### src/rtl/sonic_pkg.sv
// sonic_pkg: shared definitions for the ultrasonic ranging path.
// Holds the ping controller state encoding, default timing constants
// (50 MHz CLOCK_50) and the echo-width to distance scale factor.
package sonic_pkg;

   typedef enum logic [2:0] {
      IDLE,
      TRIG,
      WAIT_RISE,
      MEASURE,
      HOLDOFF
   } state_t;

   localparam int DEF_TRIG_CYCLES         = 500;      // 10 us trigger pulse
   localparam int DEF_ECHO_TIMEOUT_CYCLES = 1250000;  // 25 ms
   localparam int DEF_PING_PERIOD_CYCLES  = 3000000;  // 60 ms
   localparam int DEF_CNT_W               = 24;

   // Echo clocks per centimetre of range, used by the distance stage.
   localparam int CYCLES_PER_CM = 2900;

endpackage

### src/rtl/sonic_echo_sync.sv
// sonic_echo_sync: brings the asynchronous sensor echo into the CLOCK_50
// domain through two flops and flags its rising and falling edges.
module sonic_echo_sync (
   input  logic clk,
   input  logic reset,
   input  logic echo,
   output logic echo_s,
   output logic rise,
   output logic fall
);

   logic echo_m;
   logic echo_d;

   // Two-flop synchronizer followed by a delay flop for edge detection.
   always_ff @(posedge clk) begin
      if (reset) begin
         echo_m <= 1'b0;
         echo_s <= 1'b0;
         echo_d <= 1'b0;
      end else begin
         echo_m <= echo;
         echo_s <= echo_m;
         echo_d <= echo_s;
      end
   end

   assign rise = echo_s & ~echo_d;
   assign fall = ~echo_s & echo_d;

endmodule

### src/rtl/sonic_ping_ctrl.sv
// sonic_ping_ctrl: HC-SR04 trigger generation and echo width timing with
// timeouts on both the wait for echo and the echo width itself.
// Build macro SONIC_AUTO_PING_EN: ping continuously every
// PING_PERIOD_CYCLES from reset release; start is ignored.
module sonic_ping_ctrl
   import sonic_pkg::*;
#(
   parameter int TRIG_CYCLES         = DEF_TRIG_CYCLES,
   parameter int ECHO_TIMEOUT_CYCLES = DEF_ECHO_TIMEOUT_CYCLES,
   parameter int PING_PERIOD_CYCLES  = DEF_PING_PERIOD_CYCLES,
   parameter int CNT_W               = DEF_CNT_W
) (
   input  logic             CLOCK_50,
   input  logic             reset,
   input  logic             start,
   input  logic             echo,
   output logic             trigger,
   output logic             busy,
   output logic [CNT_W-1:0] echo_count,
   output logic             count_valid,
   output logic             timeout
);

   localparam logic [CNT_W-1:0] TRIG_LAST = CNT_W'(TRIG_CYCLES - 1);
   localparam logic [CNT_W-1:0] WAIT_LAST = CNT_W'(ECHO_TIMEOUT_CYCLES - 1);
   localparam logic [CNT_W-1:0] ECHO_MAX  = CNT_W'(ECHO_TIMEOUT_CYCLES);
`ifdef SONIC_AUTO_PING_EN
   // HOLDOFF re-enters TRIG directly, so the last holdoff clock is PERIOD-1.
   localparam logic [CNT_W-1:0] HOLD_LAST = CNT_W'(PING_PERIOD_CYCLES - 1);
`else
   // One IDLE clock sits between HOLDOFF and the next TRIG, so leave HOLDOFF
   // one clock early: a start waiting in IDLE then triggers exactly one
   // period after the previous trigger rise.
   localparam logic [CNT_W-1:0] HOLD_LAST = CNT_W'(PING_PERIOD_CYCLES - 2);
`endif

   // Saturating increment: counters stick at all-ones rather than wrap.
   function automatic logic [CNT_W-1:0] sat_inc(input logic [CNT_W-1:0] v);
      return (&v) ? v : v + CNT_W'(1);
   endfunction

   state_t           state, state_nxt;
   logic [CNT_W-1:0] cycle, cycle_nxt;
   logic [CNT_W-1:0] period, period_nxt;
   logic [CNT_W-1:0] count_nxt;
   logic             valid_nxt;
   logic             tmo_nxt;
   logic             echo_s, rise, fall;

`ifdef SONIC_AUTO_PING_EN
   logic unused_start;
   assign unused_start = start;
`endif

   sonic_echo_sync u_echo_sync (
      .clk    (CLOCK_50),
      .reset  (reset),
      .echo   (echo),
      .echo_s (echo_s),
      .rise   (rise),
      .fall   (fall)
   );

   // State register.
   always_ff @(posedge CLOCK_50) begin
      if (reset) state <= IDLE;
      else       state <= state_nxt;
   end

   // Next-state, counter and result logic.
   always_comb begin
      state_nxt  = state;
      cycle_nxt  = cycle;
      period_nxt = (state == IDLE) ? period : sat_inc(period);
      count_nxt  = echo_count;
      valid_nxt  = 1'b0;
      tmo_nxt    = 1'b0;
      case (state)
         IDLE: begin
`ifdef SONIC_AUTO_PING_EN
            state_nxt  = TRIG;
            cycle_nxt  = '0;
            period_nxt = '0;
`else
            if (start) begin
               state_nxt  = TRIG;
               cycle_nxt  = '0;
               period_nxt = '0;
            end
`endif
         end
         TRIG: begin
            if (cycle >= TRIG_LAST) begin
               state_nxt = WAIT_RISE;
               cycle_nxt = '0;
            end else begin
               cycle_nxt = sat_inc(cycle);
            end
         end
         WAIT_RISE: begin
            // Only a fresh low-to-high edge counts; an echo already high here
            // rose before this ping and is ignored.
            if (rise) begin
               state_nxt = MEASURE;
               cycle_nxt = CNT_W'(1);
            end else if (cycle >= WAIT_LAST) begin
               state_nxt = HOLDOFF;
               count_nxt = '0;
               valid_nxt = 1'b1;
               tmo_nxt   = 1'b1;
            end else begin
               cycle_nxt = sat_inc(cycle);
            end
         end
         MEASURE: begin
            if (fall) begin
               state_nxt = HOLDOFF;
               count_nxt = cycle;
               valid_nxt = 1'b1;
            end else if (cycle >= ECHO_MAX) begin
               state_nxt = HOLDOFF;
               count_nxt = ECHO_MAX;
               valid_nxt = 1'b1;
               tmo_nxt   = 1'b1;
            end else if (echo_s) begin
               cycle_nxt = sat_inc(cycle);
            end
         end
         HOLDOFF: begin
            if (period >= HOLD_LAST) begin
`ifdef SONIC_AUTO_PING_EN
               state_nxt  = TRIG;
               cycle_nxt  = '0;
               period_nxt = '0;
`else
               state_nxt  = IDLE;
`endif
            end
         end
         default: state_nxt = IDLE;
      endcase
   end

   // Counters and registered outputs; trigger follows the next state so it
   // comes straight from a flop with no decode glitches.
   always_ff @(posedge CLOCK_50) begin
      if (reset) begin
         cycle       <= '0;
         period      <= '0;
         trigger     <= 1'b0;
         echo_count  <= '0;
         count_valid <= 1'b0;
         timeout     <= 1'b0;
      end else begin
         cycle       <= cycle_nxt;
         period      <= period_nxt;
         trigger     <= (state_nxt == TRIG);
         echo_count  <= count_nxt;
         count_valid <= valid_nxt;
         timeout     <= tmo_nxt;
      end
   end

   assign busy = (state != IDLE);

endmodule

### config.mk
export PLATFORM = sky130hd
export DESIGN_NAME = sonic_ping_ctrl
export DESIGN_NICKNAME = d
export VERILOG_FILES = /design/src/rtl/sonic_pkg.sv /design/src/rtl/sonic_echo_sync.sv /design/src/rtl/sonic_ping_ctrl.sv
export SDC_FILE = /design/constraint.sdc
export NUM_CORES = 1
export LEC_CHECK = 0
export ABC_AREA = 1
export CAP_MARGIN = 20
export CORE_MARGIN = 10
export CORE_UTILIZATION = 54
export DETAILED_ROUTE_END_ITERATION = 8
export PLACE_DENSITY = 0.77
export SLEW_MARGIN = 40
export SYNTH_ARGS = -nofsm -noshare
export SYNTH_HDL_FRONTEND = slang
export SYNTH_SLANG_ARGS = --single-unit
### constraint.sdc
create_clock -name CLOCK_50 -period 1.7 [get_ports CLOCK_50]
set_input_delay 0.51 -clock CLOCK_50 [delete_from_list [all_inputs] [get_ports CLOCK_50]]
set_output_delay 0.51 -clock CLOCK_50 [all_outputs]
set_load 0.05 [all_outputs]
; After elaboration in Yosys (flattened, before gate mapping)
; Index checks and enable logic that the tools add are counted.
[classes]
n_addsub = 2
eq_ne = 13
n_lt_le_gt_ge = 4
n_bitwise = 4
muxes = 33
n_reduce_logical = 8
[op_table]
columns = operator, count
row1 = $mux W24, 16
row2 = $pmux W24 S4, 1
row3 = $add A24 B1 Y24 const B, 2
row4 = $ge A24 B21 Y1 const B, 2
row5 = $pmux W24 S2, 1
row6 = $reduce_and A24 Y1, 2
row7 = $ge A24 B22 Y1 const B, 1
row8 = $ge A24 B9 Y1 const B, 1
row9 = $mux W3, 7
row10 = $pmux W3 S5, 1
row11 = $ne A2 B2 Y1 const B, 5
row12 = $eq A3 B1 Y1 const B, 2
row13 = $eq A3 B2 Y1 const B, 2
row14 = $ne A3 B3 Y1 const B, 2
row15 = $reduce_and A6 Y1, 1
row16 = $mux W1, 5
row17 = $pmux W1 S2, 2
row18 = $reduce_and A4 Y1, 1
row19 = $reduce_bool A4 Y1, 1
row20 = $eq A3 B3 Y1 const B, 1
row21 = $logic_not A3 Y1, 1
row22 = $reduce_bool A3 Y1, 1
row23 = $and A1 B1 Y1, 2
row24 = $ne A2 B1 Y1 const B, 1
row25 = 2 further kinds, 3
[totals]
register_bits = 81
output_inout_bits = 28

; Logic depth before layout (Yosys ltp)
; Gate-level depths: netlist (run 1).
[logic_depth]
ltp_word = 6
ltp_mapped = 15
ltp_nobuf = 14

; Hierarchy
; From an unflattened synthesis (run 1), not the netlist that was laid out.
[unflattened]
hier_cells = 742
hier_area_um2 = 4860.9
[modules_own_cells]
columns = mod, instances, area_each_um2, cells_each
row1 = sonic_ping_ctrl, 1, 4767.1, 730
row2 = sonic_echo_sync, 1, 93.8, 12

; Least setup slack after synthesis (run 1)
; Ideal clock, no wire load.
[synth_path]
path_type = reg2out
start = reg state[2]
end = out busy
n_path_buf = 2
path_slack_ns = -0.159
stages_incl_launch_ff = 5
arrival_time_ns = 1.349
cell_sequence = dfxtp_1 inv_2 nand2_1 buf_2 clkbuf_1
[synth_via]
elab_chain_len = 1
[synth_rtl]
columns = element, line_no
row1 = start: declaration, sonic_ping_ctrl.sv:42  ; state_t state, state_nxt;
row2 = start signal: assignment, sonic_ping_ctrl.sv:67  ; else state <= state_nxt;
row3 = $reduce_bool A3 Y1, sonic_ping_ctrl.sv:164  ; assign busy = (state != IDLE);
row4 = end: declaration, sonic_ping_ctrl.sv:18  ; output logic busy,
; No other way between the ends.

; Final worst setup path (run 1)
[layout_path]
start = reg cycle[23]
end = reg cycle[0]
[layout_via]
elab_chain_len = 6
elab_cells_between_ends = 15
[layout_rtl]
columns = element, line_no
row1 = start: declaration, sonic_ping_ctrl.sv:43  ; logic [CNT_W-1:0] cycle, cycle_nxt;
row2 = start signal: assignment, sonic_ping_ctrl.sv:155  ; cycle <= cycle_nxt;
row3 = branches (longest 6 deep; another with $ge A24 B21 Y1), n/a
; Parallel ways; which one is timed is not known. The select of a mux whose other input is x is not followed.
; A chain may end at the register's enable or synchronous reset.

==> flow_summary.ini, run 1 <==
[outcome]
outcome = complete, but fails checks
failed_checks = setup timing

[setup_path]
cp_common_cell = nand2_1
crit_path_end_kind = flip-flop
required_ps = 1990
rr_endpoint = cycle[0]
reg2regPathDepth = 11
arrival_ps = 2090
crit_path_top_delay_cell = dfxtp_2
cp_max_fo = 10
slowest_delay_ps = 350
rr_startpoint = cycle[23]
crit_type = flip-flop to flip-flop
cp-start-kind = flip-flop
path_cells = nor2_4 > nand2_1 > nor2_2 > buf_4 > nand3_4 > nand2_1 > nand2_1 > nor2_4 > clkbuf_16 > nand3_1 > o21ai_2
reg2reg_slack_ps = -110

[hold_path]
hold_class = flip-flop to flip-flop
hold_start = u_echo_sync.echo_m
min_path_cells = 2
holdPathEnd = u_echo_sync.echo_s

[global_route]
grt_pass1_vias = 5688
grt_pass1_wl_mm = 27.6
overflow = 0
grt_max_degree = 36
antenna_found_initial = 0
grt_usage = 0.235

[clock_tree]
clock_latency_ps = 370
root_buffer = clkbuf_8
clk_pin_slew_worst_paths_ps = 100
cts_buffers = 9
ctsHoldBuffers = 0
ctsHtreeMaxLevel = 3
clock_sinks = 81
cts_max_path_buffers = 2
cts_tree = built

[finish]
final_cell_count_no_fill = 1090
layout-drive-gt1-share = 0.388
final_nets = 964
final_cell_area_sq_mm = 0.00763
antenna_cells = 0
area_delta_synth_final_pct = 48.2

[floorplanning]
start_util = 0.555
ios = 32
dieArea_sq_mm = 0.0138
die_x_microns = 118
die_h_microns = 118
core_sq_mm = 0.00928
rows = 35

[placement]
dpl.hpwl_mm = 12.5
place_area_sq_mm = 0.00661
place_congestion = 1.00
port-buffer-count = 31
place_inst = 1052

[sta]
clock_skew_ps = 20.1
hold_viol_final = 0
min_period_over_period = 1.06
tightest_slew_ps = 335
final-max-slew-violation-count = 0
setup_viol = 20
layout_setup_ws_ps = -106
fin_crit_ps = 1810
rsz0062_at_grt = true
max-slew-margin-rel = 0.774
fmax_ghz = 0.554

[detailed_routing]
drtAntennaViolNets = 0
drt-vias-per-instance = 5.69
vias = 6200
post-route-drc-count = 0
drt_iter0_drc = 766
detail_route.wl_per_cell_microns = 16.7
drt_first_pass_iters = 5
wl_mm = 18.2

[yosys]
synth_fa_ha_area_frac = 0.00972
syn_avg_cell_area_sq_um = 6.36
synth-seq-cells = 81
ys_types = 44
ys_warn_count = 0
syn-num-nets = 818
synth_top_family_by_area = simple AND/OR/NAND/NOR gates
synth_mux_area_frac = 0
synth-simple-area-share = 0.430
ys.flop_type = dfxtp_1
async_flop_share = 0
synth_edf_count = 0
syn_inst = 810
synth.cell_area_sq_mm = 0.00515
synth_xor_area_frac = 0.0272
synth_compound_area_frac = 0.121
ys_seq_area_frac = 0.315

[power]
vdd_drop_max_mv = 0.609
p_leak_nw = 3.26
total_power_mw = 3.94
power.density_mw_per_mm2 = 516

[flow_run]
maxCapViolCount = 0
-- through the flow --
stage	TNS [ps]	utilization	setup WS, ps	hold slack [ps]
floorplan	0	-	4.95	388
global placement	-7970	0.712	-287	399
detailed placement	-9400	0.712	-336	410
CTS	-26.9	0.759	-26.7	424
global route	-4850	0.822	-192	461
finish	-1160	0.822	-106	412
-- cell type report --
type | count | area, sq um
Multi-Input combinational cell | 619 | 3550
Timing Repair Buffer | 167 | 1710
Sequential cell | 81 | 1680
Fill cell | 595 | 1660
Inverter | 78 | 314
Tap cell | 129 | 161
Clock buffer | 9 | 124
Clock inverter | 7 | 86.3
-- worst max-delay path: cells and delay by family (launching register included) --
kind,cells,cell delay (ps)
AOI/OAI and AO/OA,1,100
DFF,1,350
and+or+nand+nor,8,940
buffers and inverters,2,340
-- kinds of logic (layout without fill, tap and decap cells) --
logic type | after synthesis | in the layout
AOI/OAI and AO/OA | 105 | 105
DFF | 81 | 81
buffers and inverters | 111 | 261
adders and majority gates | 4 | 4
and+or+nand+nor | 493 | 494
xor gates and xnor gates | 16 | 16
-- how the worst max path moves through the flow --
stage | startpoint | endpoint | slack [ps] | cells past startpoint
global route | state[1] | cycle[4] | -190 | 11
floorplan | period[0] | period[10] | 5 | 14
CTS | cycle[10] | cycle[11] | -30 | 12
global placement | start | cycle[16] | -290 | 9
finish | cycle[23] | cycle[0] | -110 | 11
detailed placement | start | cycle[11] | -340 | 9
-- synth_stat cells, types with 3 or more instances --
master,n,area share
nand2_1,236,0.17
ha_1,4,0.0097
nand2_4,6,0.013
nor2_1,109,0.079
nand4_1,15,0.018
o21ai_0,29,0.028
a21oi_1,47,0.046
nand3_1,72,0.070
xor2_1,13,0.022
buf_2,11,0.011
nor2_2,7,0.0085
buf_4,4,0.0058
inv_2,7,0.0051
clkbuf_1,9,0.0066
xnor2_1,3,0.0051
dfxtp_1,81,0.31
buf_6,7,0.015
inv_1,67,0.049
nand3_2,3,0.0058
clkinv_1,3,0.0022
nor2_4,6,0.013
o21ai_1,4,0.0039
nor3_1,19,0.018
a22oi_1,3,0.0044
nand2_2,11,0.013
o211ai_1,7,0.010
o21bai_1,3,0.0044
nand3b_1,3,0.0044
-- what timing repair did --
item	in CTS	in global routing
cloned	2	1
setup buffers	8	11
hold endpoints to repair	0	0
resized for setup	50	156
setup endpoints to repair	72	75
pin swaps	9	40
-- placed cells by master (no fill, tap or decap), types with 3 or more instances in the layout --
cell | netlist | final
inv_2 | 7 | 12
o211ai_1 | 7 | 7
dfxtp_1 | 81 | 54
dfxtp_4 | 0 | 9
nor3_1 | 19 | 10
o21ai_0 | 29 | 10
nand3_4 | 1 | 5
nand2_4 | 6 | 11
a21oi_2 | 2 | 16
nand3_1 | 72 | 56
inv_1 | 67 | 59
nand2_1 | 236 | 214
dfxtp_2 | 0 | 18
nor2_1 | 109 | 85
inv_4 | 0 | 3
buf_6 | 7 | 14
nor2_4 | 6 | 16
nor3_4 | 1 | 3
clkbuf_8 | 0 | 9
nor3_2 | 2 | 9
buf_12 | 0 | 31
xor2_1 | 13 | 12
nand4_1 | 15 | 15
o21ai_1 | 4 | 12
a22oi_1 | 3 | 3
nand3b_1 | 3 | 3
xnor2_1 | 3 | 3
buf_4 | 4 | 118
nand3_2 | 3 | 15
o21bai_1 | 3 | 3
a21oi_1 | 47 | 33
o21ai_2 | 1 | 12
nand2_2 | 11 | 28
nor2_2 | 7 | 21
-- routing by layer --
| layer | global-route usage | vias to the layer above | wire length, microns | share of wire |
|---|---|---|---|---|
| li1 | - | 2920 | - | - |
| met1 | 0.286 | 2874 | 6840 | 0.38 |
| met2 | 0.392 | 329 | 8740 | 0.48 |
| met3 | 0.0499 | 77 | 1760 | 0.097 |
| met4 | 0.100 | 0 | 821 | 0.045 |
| met5 | 0 | - | 0 | 0 |
-- flip-flops by register name, summed over array words and instances, names as in the netlist --
register            flops
cycle                  24
count_valid             1
timeout                 1
echo_count             24
u_echo_sync.echo_m      1
u_echo_sync.echo_s      1
period                 24
trigger                 1
state                   3
u_echo_sync.echo_d      1
-- where the power goes --
group / internal [mW] / switching (mW)
Clock: 0.709 / 0.810
Sequential: 1.91 / 0.0291
Combinational: 0.189 / 0.289
Total: 2.81 / 1.13
(Power assumes the default switching activity.)
==> run 2, diff against run 1 <==
--- a/config.mk
+++ b/config.mk
@@ -8,9 +8,11 @@
 export ABC_AREA = 1
 export CAP_MARGIN = 20
 export CORE_MARGIN = 10
-export CORE_UTILIZATION = 54
+export CORE_UTILIZATION = 55
+export CTS_CLUSTER_SIZE = 25
 export DETAILED_ROUTE_END_ITERATION = 8
-export PLACE_DENSITY = 0.77
+export HOLD_SLACK_MARGIN = 0.03
+export PLACE_DENSITY = 0.76
 export SLEW_MARGIN = 40
 export SYNTH_ARGS = -nofsm -noshare
 export SYNTH_HDL_FRONTEND = slang
==> constraint.sdc (replaced) <==
create_clock -name CLOCK_50 -period 1.9 [get_ports CLOCK_50]
set_input_delay 0.57 -clock CLOCK_50 [delete_from_list [all_inputs] [get_ports CLOCK_50]]
set_output_delay 0.57 -clock CLOCK_50 [all_outputs]
set_load 0.05 [all_outputs]
==> flow_summary.ini, run 2 (synthesis gave the netlist of run 1 again) <==
[detailed_routing]
drtAntennaViolNets = 0
drt_iter0_drc = 522
detail_route.wl_per_cell_microns = 15.9
drt-vias-per-instance = 5.61
vias = 5674
wl_mm = 16.1
post-route-drc-count = 0
drt_first_pass_iters = 6

[sta]
fin_crit_ps = 1880
min_period_over_period = 0.987
setup_viol = 0
tightest_slew_ps = 381
rsz0062_at_grt = true
max-slew-margin-rel = 0.743
fmax_ghz = 0.533
clock_skew_ps = 17.7
final-max-slew-violation-count = 0
hold_viol_final = 0

[setup_path]
required_ps = 2200
arrival_ps = 2170
crit_end = cycle[18]
reg2regPathDepth = 11
rr_endpoint = cycle[18]
crit_type = flip-flop to flip-flop
cp-start-kind = flip-flop
slowest_delay_ps = 370
setup.worst_path.start = cycle[13]
path_cells = buf_6 > nor3_2 > nand2_1 > nand2_2 > nand3_4 > nand2_4 > nand2_4 > nor2_4 > clkbuf_16 > nand2_1 > a21oi_1
crit_path_end_kind = flip-flop
reg2reg_slack_ps = 20
rr_startpoint = cycle[13]
cp_max_fo = 10
crit_path_top_delay_cell = dfxtp_4

[clock_tree]
clock_sinks = 81
cts_tree = built
clock_latency_ps = 380
cts_max_path_buffers = 2
root_buffer = clkbuf_8
clk_pin_slew_worst_paths_ps = 110
cts_buffers = 9
ctsHoldBuffers = 0
ctsHtreeMaxLevel = 3

[outcome]
outcome = completed

[global_route]
grt_usage = 0.228
overflow = 0
grt_max_degree = 35
grt_busiest_layer = met2
antenna_found_initial = 0
grt_pass1_wl_mm = 24.8
gr-usage-met1 = 0.295
grt_util_met3 = 0.0488
grtUsageMet2 = 0.367
grt_pass1_vias = 5050

[finish]
layout-drive-gt1-share = 0.251
reg_top3 = cycle x24, echo_count x24, period x24
antenna_cells = 0
post-route-util = 0.696
num-fill-cells = 819
final_nets = 904
layout_common_cells = nand2_1 (222), nor2_1 (102), buf_4 (95)
layout_commonest_cell = nand2_1
area_delta_synth_final_pct = 24.3

[power]
total_power_mw = 3.43
vdd_drop_max_mv = 0.425
power.density_mw_per_mm2 = 536
p_leak_nw = 2.75

[floorplanning]
rows = 35
start_util = 0.560
die_x_microns = 117
core_sq_mm = 0.00920
dieArea_sq_mm = 0.0136
die_h_microns = 117
ios = 32

[placement]
port-buffer-count = 31
place_congestion = 0.978
dpl.hpwl_mm = 11.8

[hold_path]
hold_class = flip-flop to flip-flop

[flow_run]
maxCapViolCount = 0
## run 2: cell count changes in the layout (fill, tap and decap cells not counted), sizes merged
cell	delta
clkbuf	+1
bufinv	-1
buf	-62
clkinvlp	+2
## run 2: where the power goes
| part | switching, mW | internal [mW] | total, mW |
|---|---|---|---|
| combinational | 0.224 | 0.145 | 0.370 |
| clock | 0.791 | 0.527 | 1.32 |
| sequential | 0.0255 | 1.72 | 1.74 |
## run 2: worst min path at each step
stage	cells after the start	endpoint	from
after global routing	2	u_echo_sync.echo_s	u_echo_sync.echo_m
after CTS	2	u_echo_sync.echo_s	u_echo_sync.echo_m
after global placement	2	u_echo_sync.echo_s	u_echo_sync.echo_m
after detailed placement	2	u_echo_sync.echo_s	u_echo_sync.echo_m
after floorplan	2	u_echo_sync.echo_s	u_echo_sync.echo_m
final	2	u_echo_sync.echo_s	u_echo_sync.echo_m
## run 2: layout make-up
class                      instances  area [sq um]  area share
multi-input combinational        619          3190       0.499
sequential                        81          1650       0.257
timing repair buffer             106           895       0.140
inverter                          78           313      0.0489
tap                              111           139      0.0217
clock buffer                       9           124      0.0194
clock inverter                     7          81.3      0.0127
timing repair inverter             1          7.51     0.00117
## run 2: worst max-delay path: cells and delay by family (launching register included)
family                 cells  cell delay (ps)
AOI/OAI and AO/OA          1              110
buffers and inverters      2              340
DFF                        1              370
and+or+nand+nor            8              980
## run 2: per-layer routing
metal | vias to the layer above | share of wire
li1 | 2779 | -
met1 | 2613 | 0.43
met2 | 238 | 0.46
met3 | 44 | 0.080
met5 | - | 0
met4 | 0 | 0.030
## run 2: metrics by stage
stage	worst slack (ps)	cell area [sq um]	setup TNS [ps]	instances	hold WS, ps
3_3_place_gp	-105	5870	-2050	986	402
6_report	24.0	6400	0	1012	431
2_1_floorplan	76.8	5150	0	810	388
3_5_place_dp	-177	5870	-3520	986	400
4_1_cts	6.68	6090	0	1002	427
5_1_grt	-78.3	6400	-910	1012	466
## run 2: timing repair
item                                    CTS  global route
endpoints found under the setup margin    1            59
setup buffers                             0             6
cloned                                    0             4
gates resized for setup                   6            68
pin swaps                                 0            13
